File: src/rtl/mem_port_arbiter.sv
// mem_port_arbiter: shares one memory port between instruction fetch (IF) and load/store (D), one transaction in flight.
// Define ARB_STARVE_GUARD_EN to let IF win after STARVE_LIMIT consecutive D wins over a pending IF request.
module mem_port_arbiter #(
  parameter int ADDR_W       = 32,
  parameter int DATA_W       = 32,
  parameter int STARVE_LIMIT = 4
) (
  input  logic                clock,
  input  logic                reset_n,
  input  logic                if_req_ip,
  input  logic [ADDR_W-1:0]   if_addr_ip,
  output logic                if_gnt_op,
  output logic                if_rvalid_op,
  output logic [DATA_W-1:0]   if_rdata_op,
  input  logic                d_req_ip,
  input  logic                d_we_ip,
  input  logic [DATA_W/8-1:0] d_be_ip,
  input  logic [ADDR_W-1:0]   d_addr_ip,
  input  logic [DATA_W-1:0]   d_wdata_ip,
  output logic                d_gnt_op,
  output logic                d_rvalid_op,
  output logic [DATA_W-1:0]   d_rdata_op,
  output logic                mem_req_op,
  output logic                mem_we_op,
  output logic [DATA_W/8-1:0] mem_be_op,
  output logic [ADDR_W-1:0]   mem_addr_op,
  output logic [DATA_W-1:0]   mem_wdata_op,
  input  logic                mem_gnt_ip,
  input  logic                mem_rvalid_ip,
  input  logic [DATA_W-1:0]   mem_rdata_ip,
  output logic                spurious_op
);
  typedef enum logic [1:0] {IDLE, REQ, RESP} state_t;
  state_t state;
  logic owner_d;
  logic d_wins;
`ifdef ARB_STARVE_GUARD_EN
  localparam int CW = $clog2(STARVE_LIMIT + 1);
  logic [CW-1:0] starve_cnt;
  logic          starved;
  assign starved = starve_cnt == CW'(STARVE_LIMIT);
  assign d_wins  = d_req_ip & ~(if_req_ip & starved);
  // Counts only D wins that overtook a waiting IF; anything else resets the streak.
  always_ff @(posedge clock or negedge reset_n)
    if (!reset_n) starve_cnt <= '0;
    else if (state == IDLE) starve_cnt <= (d_wins & if_req_ip) ? (starved ? starve_cnt : starve_cnt + 1'b1) : '0;
`else
  assign d_wins = d_req_ip;
`endif
  always_ff @(posedge clock or negedge reset_n) begin
    if (!reset_n) begin
      state        <= IDLE;
      owner_d      <= 1'b0;
      spurious_op  <= 1'b0;
      mem_req_op   <= 1'b0;
      mem_we_op    <= 1'b0;
      mem_be_op    <= '0;
      mem_addr_op  <= '0;
      mem_wdata_op <= '0;
    end else begin
      if (state == IDLE && mem_rvalid_ip) spurious_op <= 1'b1;
      case (state)
        IDLE: if (d_req_ip | if_req_ip) begin
          state        <= REQ;
          owner_d      <= d_wins;
          mem_req_op   <= 1'b1;
          mem_we_op    <= d_wins & d_we_ip;
          mem_be_op    <= d_wins ? d_be_ip : '1;
          mem_addr_op  <= d_wins ? d_addr_ip : if_addr_ip;
          mem_wdata_op <= d_wins ? d_wdata_ip : '0;
        end
        REQ: if (mem_gnt_ip) begin
          mem_req_op <= 1'b0;
          state      <= mem_rvalid_ip ? IDLE : RESP;
        end
        RESP: if (mem_rvalid_ip) state <= IDLE;
        default: state <= IDLE;
      endcase
    end
  end
  assign if_gnt_op    = mem_req_op & mem_gnt_ip & ~owner_d;
  assign d_gnt_op     = mem_req_op & mem_gnt_ip & owner_d;
  assign if_rvalid_op = mem_rvalid_ip & (state != IDLE) & ~owner_d;
  assign d_rvalid_op  = mem_rvalid_ip & (state != IDLE) & owner_d;
  assign if_rdata_op  = mem_rdata_ip;
  assign d_rdata_op   = mem_rdata_ip;
endmodule

File: config.mk
export PLATFORM = sky130hd
export DESIGN_NAME = mem_port_arbiter
export DESIGN_NICKNAME = d
export VERILOG_FILES = /design/src/rtl/mem_port_arbiter.sv
export SDC_FILE = /design/constraint.sdc
export NUM_CORES = 1
export LEC_CHECK = 0
export BUFFER_PORTS_ARGS = -buffer_cell sky130_fd_sc_hd__buf_4
export CAP_MARGIN = 20
export CORE_AREA = 2 2 109 111
export CTS_BUF_LIST = sky130_fd_sc_hd__clkbuf_8
export DETAILED_ROUTE_END_ITERATION = 10
export DIE_AREA = 0 0 111 113
export PLACE_DENSITY_LB_ADDON = 0.08
export SYNTH_ARGS = -nofsm -noshare
export SYNTH_HDL_FRONTEND = slang
export SYNTH_SLANG_ARGS = --single-unit
File: constraint.sdc
create_clock -name clock -period 2.69 [get_ports clock]
set_clock_uncertainty 0.2 [all_clocks]
set_input_delay 0.538 -clock clock [delete_from_list [all_inputs] [get_ports clock]]
set_output_delay 0.538 -clock clock [all_outputs]
set_load 0.1 [all_outputs]
==> results of run 1 <==
registers in the layout, indices dropped and copies added, names as in the netlist:
| signal | count |
|---|---|
| mem_be_op | 4 |
| state | 2 |
| mem_addr_op | 32 |
| mem_we_op | 1 |
| mem_req_op | 1 |
| mem_wdata_op | 32 |
| spurious_op | 1 |
| owner_d | 1 |
synthesized netlist by cell type:
master	count	area [um^2]
nor2_4	1	11.26
nand2_1	4	15.01
buf_2	9	45.04
mux2_4	26	390.4
a21o_1	2	15.01
and2_1	1	6.260
o21ai_2	1	8.760
and3_1	1	6.260
and3b_1	1	8.760
buf_8	2	30.03
a22o_1	33	289.0
buf_6	4	45.04
dfrtp_1	74	1852
a21oi_1	1	5.000
nand2b_1	2	12.51
nor2_1	1	3.750
o22a_1	4	35.03
o21ai_0	1	5.000
nand3b_1	1	7.510
nor3b_1	1	7.510
buf_4	64	480.5
mux2_2	38	427.9
o21a_1	1	7.510
timing repair:
action / in CTS / in global routing
gates resized for setup: 0 / 0
hold buffers: 1 / 0
setup buffers: 0 / 0
endpoints found under the hold margin: 32 / 0
per-layer routing:
metal / up-vias / part of all wire [%] / wire length (um)
li1: 1142 / - / -
met1: 1133 / 44 / 3819
met2: 141 / 44 / 3779
met3: 12 / 11 / 929
met4: 0 / 1.1 / 95
met5: - / 0 / 0
stage by stage:
| stage | util (%) | worst slack (ns) |
|---|---|---|
| floorplan | - | 0.06312 |
| global placement | 41.92 | 0.6039 |
| detailed placement | 41.92 | 0.5761 |
| CTS | 43.96 | 0.5095 |
| global route | 43.96 | 0.4595 |
| finish | 43.96 | 0.5422 |
final cells by class:
cell class | count | area, um^2
Fill cell | 1082 | 6317
Clock inverter | 6 | 81.33
Clock buffer | 10 | 137.6
Sequential cell | 74 | 1852
Timing Repair Buffer | 189 | 1434
Multi-Input combinational cell | 120 | 1271
Tap cell | 143 | 178.9
cell families after synthesis:
family	after synthesis
simple gates	13
buf+inv	79
flops	74
compound gates	43
mux	64
worst max-delay path by stage:
stage,startpoint,end,depth (start not counted)
final,state[1],d_rvalid_op,3
after global routing,state[1],d_rvalid_op,3
after floorplan,mem_req_op,if_gnt_op,2
after detailed placement,d_req_ip,mem_addr_op[5],4
after global placement,d_req_ip,mem_addr_op[7],4
after CTS,state[1],d_rvalid_op,3
cells in the final DEF, fill, tap and decap left out:
cell type	instances
o21a_2	1
inv_1	1
a22o_1	33
dlygate4sd3_1	1
a21oi_1	1
nand3b_1	1
clkinvlp_4	1
buf_12	1
o21ai_0	1
and3b_1	1
nor3b_2	1
o22a_1	4
nor2_2	1
nor2_4	1
buf_4	187
clkbuf_8	10
and3_1	1
nand2b_1	2
mux2_2	38
mux2_4	26
o21ai_2	1
bufinv_16	2
dfrtp_1	74
a21o_1	2
clkinv_2	2
and2_1	1
nand2_1	4
==> metrics.yaml, run 1 <==
status:
  status: "complete, no violations"
global_routing:
  busiest_layer: "met2"
  overflow: 0
  grt_max_degree: 37
  grt_pass1_wl_um: 13680
  grt_use_met1_pct: 17.70
  use_met2_pct: 20.37
  antenna_found_initial: 0
  grt_use_total_pct: 13.80
  grt_pass1_vias: 2609
  use_met3_pct: 6.374
worst_setup_path:
  cp_num_buf_inv: 1
  crit_required_ns: 1.95
  slowest_delay_ns: 0.42
  timing.rr.end: "mem_addr_op[2]"
  critPathSlowestCell: "dfrtp_1"
  critPathTopFamily: "flip-flops"
  path_cells: "nor2_4 -> and3b_1 -> buf_4"
  crit_path_end_kind: "output pin"
  r2r-start: "state[1]"
  critical_path_class: "reg -> out"
  crit_arrival_ns: 1.41
  worstSetupStartpointType: "flip-flop"
  worst-r2r-setup-slack_ns: 0.86
  reg2regPathDepth: 4
  critPathMaxFanout: 7
die:
  fp-row-count: 39
  io_pins: 278
  start_util_pct: 32.96
  die-area_um2: 12540
  die_h_um: 113
  core_area_um2: 11270
  die_w_um: 111
synth:
  synth.cell_area_um2: 3715
  synth_fp_nets: 412
  syn_area_per_cell_um2: 13.61
  ys_seq_area_share_pct: 49.85
  syn_inst: 273
  synth_top_family_by_area: "multiplexers"
  synth-seq-cells: 74
  synth-compound-area-share_pct: 9.835
  yosys.area_share.simple_pct: 2.122
  synthDistinctLibCells: 23
  synthXorXnorAreaFrac_pct: 0
  muxShareOfSynthArea_pct: 22.03
  synth_fa_ha_area_share_pct: 0
  yosys_warnings: 0
hold_path:
  min-delay-start: "mem_rvalid_ip"
  hold_path_end: "state[1]"
  hold_depth: 2
  hold_path.class: "in -> reg"
timing:
  fin_setup_tns_ns: 0
  finalSetupViolations: 0
  timing.final.crit_share_pct: 79.84
  holdWs_ns: 0.1611
  min_period_ns: 2.148
  max_freq_ghz: 0.4656
  worstMarginPinSlew_ns: 0.4707
  hold_viol_final: 0
  rsz0062_at_grt: "false"
  slew_headroom_pct: 68.62
  finalMaxSlewViolations: 0
route:
  firstDrtPassIters: 3
  wl_um: 8624
  routed-via-count: 2428
  ant_nets: 0
  wl_per_cell_um: 15.91
  drt_iter0_markers: 77
  routed_via_density: 4.480
  drc: 0
place:
  globalplace.congestion: 0.7046
  dp_hpwl_um: 6178
  port_buffers: 181
  placedCellCount: 525
  placed_area_um2: 4726
clocking:
  clk_pin_slew_ns: 0.07
  cts_tree: "built"
  clockRootBuffer: "clkbuf_8"
  cts_made_buffers: 9
  clock-sinks: 74
  htree_levels: 3
  clock_path_buffers: 2
  clkLatencyLatePin_ns: 0.34
finish:
  num-nets-final: 533
  fin_area_um2: 4955
  drive_gt1_share_pct: 68.17
  finalNonFillerCells: 542
  area_delta_synth_final_pct: 33.38
  n_antenna_cell: 0
job:
  maxCapViolCount: 0
Power of run 1 is not shown: default switching activity piles up to over one toggle a cycle in this logic, so the estimate is an artifact.
==> run 2, diff against run 1 <==
--- a/config.mk
+++ b/config.mk
@@ -7,10 +7,10 @@
 export LEC_CHECK = 0
 export BUFFER_PORTS_ARGS = -buffer_cell sky130_fd_sc_hd__buf_4
 export CAP_MARGIN = 20
-export CORE_AREA = 2 2 109 111
+export CORE_AREA = 2 2 108 110
 export CTS_BUF_LIST = sky130_fd_sc_hd__clkbuf_8
 export DETAILED_ROUTE_END_ITERATION = 10
-export DIE_AREA = 0 0 111 113
+export DIE_AREA = 0 0 110 112
 export PLACE_DENSITY_LB_ADDON = 0.08
 export SYNTH_ARGS = -nofsm -noshare
 export SYNTH_HDL_FRONTEND = slang
==> constraint.sdc (replaced) <==
create_clock -name clock -period 1.9 [get_ports clock]
set_clock_uncertainty 0.2 [all_clocks]
set_input_delay 0.38 -clock clock [delete_from_list [all_inputs] [get_ports clock]]
set_output_delay 0.38 -clock clock [all_outputs]
set_load 0.1 [all_outputs]
==> run 2 against run 1 <==
Register-to-register slack worse by 0.79 ns; sequential share of layout area down 1.3 points; global-route usage up 0.096 points; clock-buffer cell count down 1; non-clock buffer count up 6; routed wire length up 0.23%; largest cell class unchanged.
==> metrics.yaml, run 2 (synthesis gave the netlist of run 1 again) <==
clocking:
  clock_path_buffers: 2  # unchanged
  cts_made_buffers: 9  # unchanged
  clock-sinks: 74  # unchanged
  clkLatencyLatePin_ns: 0.33  # about the same
  cts_tree: "built"
  htree_levels: 3  # unchanged
  clockRootBuffer: "clkbuf_8"
  clk_pin_slew_ns: 0.08  # about the same
global_routing:
  grt_max_degree: 37  # unchanged
  grt_pass1_vias: 2654  # +1.7%
  overflow: 0  # unchanged
  antenna_found_initial: 0  # unchanged
  grt_pass1_wl_um: 13250  # -3.1%
  grt_use_total_pct: 13.90  # +0.096 points
die:
  core_area_um2: 11170  # -0.87%
  io_pins: 278  # unchanged
  fp-row-count: 39  # unchanged
  die-area_um2: 12320  # -1.8%
  die_w_um: 110  # -0.90%
  die_h_um: 112  # -0.88%
  start_util_pct: 33.24  # +0.29 points
job:
  maxCapViolCount: 0  # unchanged
worst_setup_path:
  critPathSlowestCell: "dfrtp_1"
  crit_required_ns: 1.32  # -0.63 ns
  critPathTopFamily: "flip-flops"
  cp_num_buf_inv: 1  # unchanged
  slowest_delay_ns: 0.43  # about the same
  critPathMaxFanout: 4  # -3
  crit_path_end_kind: "output pin"
  crit_arrival_ns: 1.31  # -0.10 ns
  critical_path_class: "reg -> out"
  worstSetupStartpointType: "flip-flop"
  path_cells: "nor2_4 -> and3b_1 -> buf_6"
route:
  wl_met2_um: 3853  # +2.0%
  routed_via_density: 4.505  # +0.58%
  wl_um: 8644  # +0.23%
  wl_met1_um: 3592  # -5.9%
  topRoutingLayerUsed: "met4"
  routed-via-count: 2469  # +1.7%
  wl_per_cell_um: 15.77  # -0.87%
  drc: 0  # unchanged
  drt_iter0_markers: 42  # -45%
  wl_met3_um: 1001  # +7.8%
  ant_nets: 0  # unchanged
  firstDrtPassIters: 4  # +1
timing:
  finalMaxSlewViolations: 0  # unchanged
  worstMarginPinSlew_ns: 0.4599  # -0.01087 ns
  hold_viol_final: 0  # unchanged
  min_period_ns: 1.891
  finalSetupViolations: 0  # unchanged
  timing.final.crit_share_pct: 99.53
  max_freq_ghz: 0.5288
  fin_setup_tns_ns: 0  # unchanged
  slew_headroom_pct: 69.34  # +0.72 points
  rsz0062_at_grt: "true"
finish:
  most-common-layout-cells: "buf_4, dfrtp_1, mux2_2, a22o_1, mux2_4"
  register_area_um2: 1857  # +0.27%
  n_antenna_cell: 0  # unchanged
  fin_area_um2: 5145  # +3.8%
  multiInputGateArea_um2: 1284  # +0.98%
  num-nets-final: 539  # +1.1%
  fin_util_pct: 46.04  # +2.1 points
  nFillCells: 1039  # -4.0%
  drive_gt1_share_pct: 69.14  # +0.97 points
  final_common_cell: "buf_4"
  finalNonFillerCells: 548  # +1.1%
  reg.largest.list: "mem_addr_op: 32 flops, mem_wdata_op: 32 flops, mem_be_op: 4 flops"
  area_delta_synth_final_pct: 38.50
place:
  globalplace.congestion: 0.7026  # -0.28%
  placed_area_um2: 4820  # +2.0%
  dp_hpwl_um: 6146  # -0.52%
  placedCellCount: 527  # +0.38%
  port_buffers: 181  # unchanged
hold_path:
  hold_path.class: "in -> reg"
status:
  status: "complete, no violations"
## run 2: changes by cell type in the layout (fill, tap and decap cells not counted), sizes merged
cell / change
buf: +5
inv: +1
dlygate4sd3: +1
clkinvlp: -1
clkbuf: -1
bufinv: +2
clkinv: -1
## run 2: metrics by stage
step,hold slack [ns],setup slack (ns)
6_report,0.04853,0.008911
5_1_grt,0.02587,-0.04821
4_1_cts,0.02390,-0.05151
3_5_place_dp,0.1635,0.1343
3_3_place_gp,0.1674,0.1727
2_1_floorplan,-0.1156,0.01299
## run 2: worst reg2reg max path: stages (launching register included)
cell and delay, ns:
dfrtp_1 0.43, nor2_4 0.16, buf_4 0.16, o21a_2 0.19, buf_12 0.21, mux2_2 0.37
## run 2: area by class of cell
| type | instances | share of cell area (%) |
|---|---|---|
| Clock buffer | 9 | 2.408 |
| Clock inverter | 7 | 2.748 |
| Multi-Input combinational cell | 120 | 24.95 |
| Sequential cell | 74 | 36.09 |
| Tap cell | 143 | 3.478 |
| Timing Repair Buffer | 195 | 30.33 |
## run 2: per-layer routing
| metal | vias to the layer above | global-route usage (%) |
|---|---|---|
| met3 | 21 | 5.035 |
| li1 | 1151 | - |
| met2 | 146 | 21.10 |
| met1 | 1151 | 17.21 |
| met5 | - | 0 |
| met4 | 0 | 7.089 |
## run 2: repair_timing
item | 4_1_cts | 5_1_grt
setup buffers | 1 | 2
hold endpoints to repair | 32 | 0
pin swaps | 1 | 2
endpoints found under the setup margin | 3 | 4
hold buffers | 2 | 0
gates resized for setup | 3 | 2
## run 2: worst paths after layout
path	startpoint	end	slack (ns)	depth (start not counted)
min in group asynchronous	reset_n	mem_addr_op[17]	0.33	2
min reg2reg	spurious_op	spurious_op	0.28	1
min	d_be_ip[2]	mem_be_op[2]	0.05	2
max reg2reg	state[0]	mem_addr_op[3]	0.07	5
max in group asynchronous	reset_n	mem_wdata_op[4]	0.61	3
max	state[0]	d_rvalid_op	0.009	3
Power of run 2 is left out for the same reason.
